File: src/rtl/gpif_sink_pkg.sv
// Shared types, default sizing and counter widths for the GPIF sink emulator.
package gpif_sink_pkg;

    typedef enum logic {
        TH_FILLING  = 1'b0,
        TH_DRAINING = 1'b1
    } th_state_t;

    localparam int DEF_BUFFER_WORDS    = 8192;
    localparam int DEF_WATERMARK_WORDS = 6;
    localparam int DEF_DRAIN_CYCLES    = 1024;
    localparam int DEF_READY_DELAY     = 16;

    localparam int DATA_W     = 16;
    localparam int WORD_CNT_W = 32;
    localparam int EVT_CNT_W  = 16;

endpackage

File: src/rtl/gpif_sink_emulator_if.sv
// GPIF bus between the FPGA writer (master) and the FX3 sink emulator (slave).
interface gpif_sink_emulator_if;
    import gpif_sink_pkg::*;

    logic [DATA_W-1:0] fx3_databus;
    logic              fx3_nWrite;
    logic              fx3_addressBus;
    logic              fx3_nError;
    logic              fx3_nReady;
    logic              fx3_th0Ready;
    logic              fx3_th1Ready;
    logic              fx3_th0Watermark;
    logic              fx3_th1Watermark;

    modport master (
        output fx3_databus, fx3_nWrite, fx3_addressBus, fx3_nError,
        input  fx3_nReady, fx3_th0Ready, fx3_th1Ready,
        input  fx3_th0Watermark, fx3_th1Watermark
    );

    modport slave (
        input  fx3_databus, fx3_nWrite, fx3_addressBus, fx3_nError,
        output fx3_nReady, fx3_th0Ready, fx3_th1Ready,
        output fx3_th0Watermark, fx3_th1Watermark
    );

endinterface

File: src/rtl/gpif_sink_thread.sv
// One FX3 DMA thread: fills a buffer, then spends a fixed time draining it.
module gpif_sink_thread
    import gpif_sink_pkg::*;
#(
    parameter int BUFFER_WORDS    = DEF_BUFFER_WORDS,
    parameter int WATERMARK_WORDS = DEF_WATERMARK_WORDS,
    parameter int DRAIN_CYCLES    = DEF_DRAIN_CYCLES
) (
    input  logic clk,
    input  logic rst_n,
    input  logic wr,
    output logic accept,
    output logic overrun,
    output logic th_ready_n,
    output logic th_watermark_n
);

    localparam int FW = $clog2(BUFFER_WORDS + 1);
    localparam int DW = $clog2(DRAIN_CYCLES + 1);
    localparam logic [FW-1:0] FULL   = FW'(BUFFER_WORDS);
    localparam logic [FW-1:0] WM_LVL = FW'(BUFFER_WORDS - WATERMARK_WORDS);
    localparam logic [DW-1:0] DLOAD  = DW'(DRAIN_CYCLES);

    th_state_t     state;
    logic [FW-1:0] fill;
    logic [FW-1:0] fill_nxt;
    logic [DW-1:0] drain;

    assign fill_nxt = fill + 1'b1;
    assign accept   = wr && (state == TH_FILLING);
    assign overrun  = wr && (state == TH_DRAINING);

    always_ff @(posedge clk or negedge rst_n) begin
        if (!rst_n) begin
            state          <= TH_FILLING;
            fill           <= '0;
            drain          <= '0;
            th_ready_n     <= 1'b0;
            th_watermark_n <= 1'b1;
        end else begin
            unique case (state)
                TH_FILLING: begin
                    if (wr) begin
                        fill <= fill_nxt;
                        if (fill_nxt == FULL) begin
                            state          <= TH_DRAINING;
                            drain          <= DLOAD;
                            th_ready_n     <= 1'b1;
                            th_watermark_n <= 1'b1;
                        end else begin
                            th_watermark_n <= !(fill_nxt >= WM_LVL);
                        end
                    end
                end
                TH_DRAINING: begin
                    // Zero is held for one extra edge before refilling.
                    if (drain == '0) begin
                        state          <= TH_FILLING;
                        fill           <= '0;
                        th_ready_n     <= 1'b0;
                        th_watermark_n <= 1'b1;
                    end else begin
                        drain <= drain - 1'b1;
                    end
                end
                default: state <= TH_FILLING;
            endcase
        end
    end

endmodule

File: src/rtl/gpif_sink_emulator.sv
// FX3 GPIF sink model: two DMA threads, a sequence checker and stat counters.
module gpif_sink_emulator
    import gpif_sink_pkg::*;
#(
    parameter int BUFFER_WORDS    = DEF_BUFFER_WORDS,
    parameter int WATERMARK_WORDS = DEF_WATERMARK_WORDS,
    parameter int DRAIN_CYCLES    = DEF_DRAIN_CYCLES,
    parameter int READY_DELAY     = DEF_READY_DELAY
) (
    input  logic                  fx3_clock,
    input  logic                  fx3_nReset,
    gpif_sink_emulator_if.slave   bus,
    input  logic                  checkEnable,
    input  logic [DATA_W-1:0]     checkStep,
    output logic [WORD_CNT_W-1:0] wordCount,
    output logic [EVT_CNT_W-1:0]  mismatchCount,
    output logic [EVT_CNT_W-1:0]  overrunCount,
    output logic                  errorSeen
);

    localparam int RW = $clog2(READY_DELAY + 1);
    localparam logic [RW-1:0] RDY_LAST = RW'(READY_DELAY - 1);

    logic              n_ready_q;
    logic [RW-1:0]     rdy_cnt;
    logic              wr_ok;
    logic              acc0, acc1, ovr0, ovr1;
    logic              accept, overrun;
    logic              seeded;
    logic [DATA_W-1:0] expected;

    assign wr_ok   = !bus.fx3_nWrite && !n_ready_q;
    assign accept  = acc0 | acc1;
    assign overrun = ovr0 | ovr1;
    assign bus.fx3_nReady = n_ready_q;

    gpif_sink_thread #(
        .BUFFER_WORDS    (BUFFER_WORDS),
        .WATERMARK_WORDS (WATERMARK_WORDS),
        .DRAIN_CYCLES    (DRAIN_CYCLES)
    ) u_th0 (
        .clk            (fx3_clock),
        .rst_n          (fx3_nReset),
        .wr             (wr_ok && !bus.fx3_addressBus),
        .accept         (acc0),
        .overrun        (ovr0),
        .th_ready_n     (bus.fx3_th0Ready),
        .th_watermark_n (bus.fx3_th0Watermark)
    );

    gpif_sink_thread #(
        .BUFFER_WORDS    (BUFFER_WORDS),
        .WATERMARK_WORDS (WATERMARK_WORDS),
        .DRAIN_CYCLES    (DRAIN_CYCLES)
    ) u_th1 (
        .clk            (fx3_clock),
        .rst_n          (fx3_nReset),
        .wr             (wr_ok && bus.fx3_addressBus),
        .accept         (acc1),
        .overrun        (ovr1),
        .th_ready_n     (bus.fx3_th1Ready),
        .th_watermark_n (bus.fx3_th1Watermark)
    );

    always_ff @(posedge fx3_clock or negedge fx3_nReset) begin
        if (!fx3_nReset) begin
            n_ready_q <= 1'b1;
            rdy_cnt   <= '0;
        end else if (n_ready_q) begin
            rdy_cnt <= rdy_cnt + 1'b1;
            if (rdy_cnt == RDY_LAST) n_ready_q <= 1'b0;
        end
    end

    always_ff @(posedge fx3_clock or negedge fx3_nReset) begin
        if (!fx3_nReset) begin
            wordCount    <= '0;
            overrunCount <= '0;
            errorSeen    <= 1'b0;
        end else begin
            if (accept && wordCount != '1) wordCount <= wordCount + 1'b1;
            if (overrun && overrunCount != '1) overrunCount <= overrunCount + 1'b1;
            if (!bus.fx3_nError) errorSeen <= 1'b1;
        end
    end

    // Every checked word resynchronises the expected sequence.
    always_ff @(posedge fx3_clock or negedge fx3_nReset) begin
        if (!fx3_nReset) begin
            seeded        <= 1'b0;
            expected      <= '0;
            mismatchCount <= '0;
        end else if (!checkEnable) begin
            seeded <= 1'b0;
        end else if (accept) begin
            if (seeded && bus.fx3_databus != expected && mismatchCount != '1)
                mismatchCount <= mismatchCount + 1'b1;
            expected <= bus.fx3_databus + checkStep;
            seeded   <= 1'b1;
        end
    end

endmodule

File: src/flat_wrapper.sv
// flat-port wrapper written by rule: the top's interface ports become plain ports
module gpif_sink_emulator_flat import gpif_sink_pkg::*;
#(
    parameter int BUFFER_WORDS    = DEF_BUFFER_WORDS,
    parameter int WATERMARK_WORDS = DEF_WATERMARK_WORDS,
    parameter int DRAIN_CYCLES    = DEF_DRAIN_CYCLES,
    parameter int READY_DELAY     = DEF_READY_DELAY
)
  (fx3_clock, fx3_nReset, checkEnable, checkStep, wordCount, mismatchCount, overrunCount, errorSeen, bus_fx3_databus, bus_fx3_nWrite, bus_fx3_addressBus, bus_fx3_nError, bus_fx3_nReady, bus_fx3_th0Ready, bus_fx3_th1Ready, bus_fx3_th0Watermark, bus_fx3_th1Watermark);
  gpif_sink_emulator_if bus_i ();
  input  logic fx3_clock;
  input  logic fx3_nReset;
  input  logic checkEnable;
  input  logic [DATA_W-1:0] checkStep;
  output logic [WORD_CNT_W-1:0] wordCount;
  output logic [EVT_CNT_W-1:0] mismatchCount;
  output logic [EVT_CNT_W-1:0] overrunCount;
  output logic errorSeen;
  input wire logic [$bits(bus_i.fx3_databus)-1:0] bus_fx3_databus;
  input wire logic [$bits(bus_i.fx3_nWrite)-1:0] bus_fx3_nWrite;
  input wire logic [$bits(bus_i.fx3_addressBus)-1:0] bus_fx3_addressBus;
  input wire logic [$bits(bus_i.fx3_nError)-1:0] bus_fx3_nError;
  output wire logic [$bits(bus_i.fx3_nReady)-1:0] bus_fx3_nReady;
  output wire logic [$bits(bus_i.fx3_th0Ready)-1:0] bus_fx3_th0Ready;
  output wire logic [$bits(bus_i.fx3_th1Ready)-1:0] bus_fx3_th1Ready;
  output wire logic [$bits(bus_i.fx3_th0Watermark)-1:0] bus_fx3_th0Watermark;
  output wire logic [$bits(bus_i.fx3_th1Watermark)-1:0] bus_fx3_th1Watermark;
  assign bus_i.fx3_databus = bus_fx3_databus;
  assign bus_i.fx3_nWrite = bus_fx3_nWrite;
  assign bus_i.fx3_addressBus = bus_fx3_addressBus;
  assign bus_i.fx3_nError = bus_fx3_nError;
  assign bus_fx3_nReady = bus_i.fx3_nReady;
  assign bus_fx3_th0Ready = bus_i.fx3_th0Ready;
  assign bus_fx3_th1Ready = bus_i.fx3_th1Ready;
  assign bus_fx3_th0Watermark = bus_i.fx3_th0Watermark;
  assign bus_fx3_th1Watermark = bus_i.fx3_th1Watermark;
  gpif_sink_emulator #(.BUFFER_WORDS(BUFFER_WORDS), .WATERMARK_WORDS(WATERMARK_WORDS), .DRAIN_CYCLES(DRAIN_CYCLES), .READY_DELAY(READY_DELAY)) u_core (.fx3_clock(fx3_clock), .fx3_nReset(fx3_nReset), .bus(bus_i), .checkEnable(checkEnable), .checkStep(checkStep), .wordCount(wordCount), .mismatchCount(mismatchCount), .overrunCount(overrunCount), .errorSeen(errorSeen));
endmodule
File: config.mk
export PLATFORM = sky130hd
export DESIGN_NAME = gpif_sink_emulator_flat
export DESIGN_NICKNAME = d
export VERILOG_FILES = /design/src/rtl/gpif_sink_pkg.sv /design/src/rtl/gpif_sink_emulator_if.sv /design/src/rtl/gpif_sink_thread.sv /design/src/rtl/gpif_sink_emulator.sv /design/src/flat_wrapper.sv
export SDC_FILE = /design/constraint.sdc
export NUM_CORES = 1
export LEC_CHECK = 0
export CORE_MARGIN = 2
export CORE_UTILIZATION = 50
export CTS_CLUSTER_DIAMETER = 100
export DETAILED_ROUTE_END_ITERATION = 16
export PLACE_DENSITY = 0.76
export SLEW_MARGIN = 20
export SYNTH_ARGS = -nofsm -noshare
export SYNTH_HDL_FRONTEND = slang
export SYNTH_HIERARCHICAL = 1
export SYNTH_SLANG_ARGS = --single-unit
File: constraint.sdc
create_clock -name fx3_clock -period 2.4 [get_ports fx3_clock]
set_clock_uncertainty 0.05 [all_clocks]
set_input_delay 0.72 -clock fx3_clock [delete_from_list [all_inputs] [get_ports fx3_clock]]
set_output_delay 0.72 -clock fx3_clock [all_outputs]
set_load 0.02 [all_outputs]
# Word-level counts from Yosys, hierarchy flattened

Cells that the tools add are included.

Register bits: 144
Input bits: 38
Output and inout bits: 70
Word-level logic and storage cells: 117

Add/sub/neg operators: 9
$lt $le $gt $ge: 2
Eq/ne operators: 16
Muxes and demuxes: 42
Bitwise logic cells: 4
Reductions and logical operators: 26

Operators by type and width:

| kind                                                                                  | count |
|---|---|
| 11-bit 2-to-1 mux                                                                     | 6 |
| 14-bit 2-to-1 mux                                                                     | 4 |
| 14-bit one-hot mux with 2 select lines                                                | 2 |
| 11-bit one-hot mux with 2 select lines                                                | 2 |
| 16-bit by 1-bit adder with 16-bit output, second input constant                       | 2 |
| 32-bit by 1-bit adder with 32-bit output, second input constant                       | 1 |
| 16-bit != test, second input constant                                                 | 2 |
| 32-bit != test, second input constant                                                 | 1 |
| 14-bit by 1-bit adder with 14-bit output, second input constant                       | 2 |
| 14-bit equality test, second input constant                                           | 2 |
| 14-bit by 13-bit greater-or-equal comparator with 1-bit output, second input constant | 2 |
| 11-bit zero test                                                                      | 2 |
| 1-bit 2-to-1 mux                                                                      | 22 |
| 11-bit by 1-bit subtractor with 11-bit output, second input constant                  | 2 |
| 16-bit adder                                                                          | 1 |
| 16-bit != test                                                                        | 1 |
| 3-bit AND reduction                                                                   | 5 |
| 1-bit one-hot mux with 2 select lines                                                 | 6 |
| 1-bit logical AND                                                                     | 11 |
| 2-bit by 1-bit != test with 1-bit output, second input constant                       | 5 |
| 2-bit != test, second input constant                                                  | 4 |
| 2-bit AND reduction                                                                   | 3 |
| 5-bit by 1-bit adder with 5-bit output, second input constant                         | 1 |
| 5-bit by 4-bit equality test with 1-bit output, second input constant                 | 1 |
| 3 further kinds                                                                       | 9 |

# Longest topological paths before layout

Depth after elaboration: 7
Depth in mapped cells: 12
Mapped depth without buffers: 9

# By module

Netlist, hierarchy kept.

By module, submodules not included:

| module             | times used | cells an instance | area each (µm²) | seq. area each (µm²) |
|---|---|---|---|---|
| gpif_sink_emulator | 1          | 454               | 4718.3          | 2203.4 |
| gpif_sink_thread   | 2          | 218               | 1953.1          | 701.9 |

# Worst setup path after synthesis

OpenSTA, ideal clock, no wires.

Path kind: reg-to-reg
From: reg u_core.n_ready_q (netlist: u_core/bus.fx3_nReady)
To: reg u_core.mismatchCount[4]
Library setup time: 130 ps
Data arrival time: 2512 ps
Data required time: 2220 ps
Setup slack: -292 ps
Stages on the path, launching flop included: 13
Buffers on the path: 4
Period minus slack after synthesis: 2692 ps
Cell sequence: dfstp_2 -> clkbuf_1 -> nor3b_1 -> nand2b_1 -> buf_2 -> inv_1 -> or2_2 -> and2_1 -> and4_1 -> buf_2 -> buf_2 -> nand4_1 -> xnor2_1

Cells in the longest elaborated chain, start to end: 6
Elaborated cells between the ends (all ways): 8
Those cells by class: 1 x bitwise; 7 x reduce/logical

RTL lines:

| element                              | RTL line                 | RTL |
|---|---|---|
| from (decl)                          | gpif_sink_emulator.sv:24 | `logic n_ready_q;` |
| from (signal assigned)               | gpif_sink_emulator.sv:67 | `n_ready_q <= 1'b1;` |
| from (signal assigned)               | gpif_sink_emulator.sv:71 | `if (rdy_cnt == RDY_LAST) n_ready_q <= 1'b0;` |
| 1-bit zero test                      | gpif_sink_emulator.sv:32 | `assign wr_ok = !bus.fx3_nWrite && !n_ready_q;` |
| 1-bit logical AND                    | gpif_sink_emulator.sv:32 |  |
| 1-bit logical AND                    | gpif_sink_emulator.sv:58 | `.wr (wr_ok && bus.fx3_addressBus),` |
| 1-bit logical AND                    | gpif_sink_thread.sv:30   | `assign accept = wr && (state == TH_FILLING);` |
| net u_core.acc1                      | gpif_sink_emulator.sv:27 | `logic acc0, acc1, ovr0, ovr1;` |
| 1-bit OR                             | gpif_sink_emulator.sv:33 | `assign accept = acc0 \| acc1;` |
| 3-bit AND reduction (no source line) | -                        |  |
| to (signal assigned)                 | gpif_sink_emulator.sv:97 | `mismatchCount <= mismatchCount + 1'b1;` |
| to (decl)                            | gpif_sink_emulator.sv:16 | `output logic [EVT_CNT_W-1:0] mismatchCount,` |

The timed path passes the listed nets, and every way through them passes these cells.
A chain may end at the register's enable or synchronous reset.

# Worst setup path after layout

From: reg u_core.u_th1.drain[0]
To: reg u_core.u_th1.drain[3]

Cells in the longest elaborated chain, start to end: 3
Elaborated cells between the ends (all ways): 6
Those cells by class: 1 x add/sub; 1 x eq/ne; 2 x mux; 2 x reduce/logical

RTL lines:

| element                                                                           | RTL line                                       | RTL |
|---|---|---|
| from (decl)                                                                       | gpif_sink_thread.sv:27                         | `logic [DW-1:0] drain;` |
| from (signal assigned)                                                            | gpif_sink_thread.sv:63                         | `drain <= drain - 1'b1;` |
| 11-bit by 1-bit subtractor with 11-bit output or 11-bit zero test (tied branches) | gpif_sink_thread.sv:63, gpif_sink_thread.sv:57 |  |
| 11-bit 2-to-1 mux or 2-bit != test (tied branches)                                | -                                              |  |
| 11-bit one-hot mux with 2 select lines or 3-bit AND reduction (tied branches)     | -                                              |  |

Parallel ways exist; a longest one is shown, timed or not. The select of a mux whose other input is x is not followed.

==> summary.md <==
| Metric | Value |
|---|---|
| Most common cell after layout, fill and taps aside | dfrtp_1 |
| Worst Hold Class | in2async |
| Finished Cell Area | 11400 um^2 |
| Vias per cell | 5.66 |
| Post-place instance area | 10700 um^2 |
| Detailed-route via count | 7548 |
| Antenna cells | 0 |
| Longest Clk Path Bufs | 2 |
| CTS root buffer | clkbuf_16 |
| Share of cells above drive strength 1 | 0.217 |
| Die area | 18300 um^2 |
| Layout Nets | 1162 |
| Routability cong. | 0.910 |
| Sequential fraction of the synthesis area | 0.418 |
| CTS tree | done |
| Status | finished, final reports clean |
| # H-tree levels | 4 |
| Number of enable flip-flop cells after synthesis | 0 |
| # DRC | 0 |
| Delay-heaviest family, CP | simple AND/OR/NAND/NOR gates |
| Reg2reg end | u_core/u_th1/drain[3] |
| Largest net degree at the start of global routing | 43 |
| Final worst path period share | 0.980 |
| 1st-iter DRT viols | 450 |
| Cells after DPL | 1294 |
| Slowest cell on crit path | or4_4 |
| WL/cell | 15.8 um |
| Worst Setup End Kind | flip-flop |
| Commonest non-fill, non-tap cells in the layout | 141 x dfrtp_1, 118 x buf_4, 97 x clkdlybuf4s50_1 |
| Total power | 0.00592 W |
| First-pass GRT wire length | 34.6 mm |
| Average size of a mapped cell | 9.69 um^2 |
| CP Max Fanout | 7 |
| WL final | 21.0 mm |
| # clock sinks | 144 |
| Final period demand of the worst path | 2350 ps |
| Synth cell types | 73 |
| Register bit total from synthesis | 144 |
| Critical path launch point type | flip-flop |
| Synth async-reset ratio | 1.00 |
| Crit Path Class | reg2reg |
| HPWL after DPL | 15.1 mm |
| R2R setup slack | 50 ps |
| I/O pin count | 108 |
| Rel. slew slack | 0.702 |
| Post-DRT Antenna Nets | 0 |
| Worst skew pair latency | 430 ps |
| Post-Syn Instances | 890 |
| Fmax achieved | 425 MHz |
| Non-filler instance count after layout | 1333 |
| Cell chain of the critical path | inv_2 -> ha_4 -> or3b_4 -> or4_4 -> nor2_8 -> nor3_1 -> a21o_1 -> a32o_1 |
| TNS Setup | 0 ps |
| Max Cap Violations | 0 |
| Chip Width | 135 um |
| Syn-to-layout area delta | 32.6% |
| DR pass1 iterations | 5 |
| Rows | 48 |
| Pwr/cell area | 517 nW/um^2 |
| Worst EP required | 2660 ps |
| Pleak | 5.04 nW |
| Net count after synthesis | 957 |
| Initial Utilization | 0.506 |
| Worst EP arrival | 2610 ps |
| Final Util | 0.671 |
| Synth warn | 6 |
| Fin. Hold Viols | 0 |
| Fillers | 1343 |
| Grt total ovfl | 0 |
| Worst Max-Slew Pin Slew | 446 ps |
| Worst-path clk slew | 60 ps |
| Post-Synthesis Cell Area | 8620 um^2 |
| CTS buffer count | 17 |
| Port Buf Inserts | 107 |
| Die Y | 135 um |
| GRT Util Overall | 0.234 |
| Core footprint | 17100 um^2 |
| CP Buf/Inv Count | 1 |
| VDD IR max | 0.590 mV |
| CP peak stage delay | 480 ps |
| FF-to-FF Start | u_core/u_th1/drain[0] |
| Final Slew Violations | 0 |
| Final setup vio count | 0 |
| Initial antenna violation count | 0 |
| FF-to-FF path depth | 8 |
| Main synth FF type | dfrtp_1 |
| Hold Buf Count CTS | 0 |
| Vias in the first global route | 7284 |
## report_power, final
part	leakage, nW	internal (W)	switching, W	total, W
logic	2.92	0.000458	0.000434	0.000892
registers	1.86	0.00252	0.000116	0.00264
clock network	0.256	0.00135	0.00104	0.00239
total	5.04	0.00433	0.00159	0.00592
## state kept, by name (all words and copies together), names as in the netlist, 5 cells and up
register,flops
u_core/overrunCount,16
u_core/wordCount,32
u_core/u_th0/drain,11
u_core/u_th0/fill,14
u_core/rdy_cnt,5
u_core/u_th1/fill,14
u_core/mismatchCount,16
u_core/expected,16
u_core/u_th1/drain,11
## Yosys cell counts, types with 12 or more instances
cell type | count | area share
a21o_1 | 12 | 0.010
a21oi_1 | 12 | 0.0070
a31oi_1 | 16 | 0.012
and3_1 | 18 | 0.013
and4_1 | 14 | 0.014
clkbuf_1 | 21 | 0.0091
dfrtp_1 | 141 | 0.41
ha_1 | 28 | 0.041
inv_1 | 20 | 0.0087
nand2_1 | 84 | 0.037
nand3_1 | 50 | 0.029
nand4_1 | 33 | 0.024
nor2_1 | 37 | 0.016
nor3_1 | 19 | 0.011
o21ai_0 | 45 | 0.026
xnor2_1 | 69 | 0.070
xor2_1 | 39 | 0.040
## per-stage QoR
stage	setup slack, ps	hold slack, ps
2_1_floorplan	-12.8	374
3_3_place_gp	-561	404
3_5_place_dp	-600	410
4_1_cts	6.50	169
5_1_grt	-22.0	181
6_report	47.6	168
## kinds of logic (layout without fill, tap and decap cells)
logic type               after synthesis  count (layout)  synth area share
AND/OR/NAND/NOR                      363             363             0.245
AO/OA/AOI/OAI                        174             175             0.139
flip-flops                           144             144             0.418
XOR/XNOR                             108             108             0.110
buffers and inverters                 65             282            0.0368
adder cells (fa/ha/maj)               29              29            0.0429
multiplexers                           7               7           0.00870
## layer usage
| layer | track usage | wire (um) | vias up | share of wire |
|---|---|---|---|---|
| met2 | 0.387 | 10100 | 198 | 0.48 |
| met4 | 0.0619 | 274 | 0 | 0.013 |
| met1 | 0.305 | 9450 | 3677 | 0.45 |
| li1 | - | - | 3649 | - |
| met5 | 0 | 0 | - | 0 |
| met3 | 0.0655 | 1220 | 24 | 0.058 |
## worst max-delay path by stage
stage	depth (start not counted)	startpoint	end	slack, ps
global route	8	u_core/u_th1/drain[0]	u_core/u_th1/drain[3]	-20
floorplan	8	checkStep[0]	u_core/expected[12]	-10
global placement	9	bus_fx3_databus[0]	u_core/expected[12]	-560
detailed placement	9	bus_fx3_databus[0]	u_core/expected[12]	-600
finish	8	u_core/u_th1/drain[0]	u_core/u_th1/drain[3]	50
CTS	9	u_core/u_th1/drain[0]	u_core/u_th1/fill[0]	7
## repair_timing
item | CTS | global route
endpoints found under the setup margin | 26 | 48
resized for setup | 14 | 37
setup buffers | 2 | 4
cloned | 0 | 1
pin swaps | 12 | 22
## cell type report
type | instances | area (um^2) | share of cell area
Tap cell | 225 | 282 | 0.0246
Timing Repair Buffer | 229 | 2010 | 0.176
Clock buffer | 20 | 447 | 0.0391
Sequential cell | 144 | 3610 | 0.315
Clock inverter | 12 | 90.1 | 0.00788
Inverter | 21 | 78.8 | 0.00689
Multi-Input combinational cell | 682 | 4920 | 0.431
(Power assumes the default switching activity.)
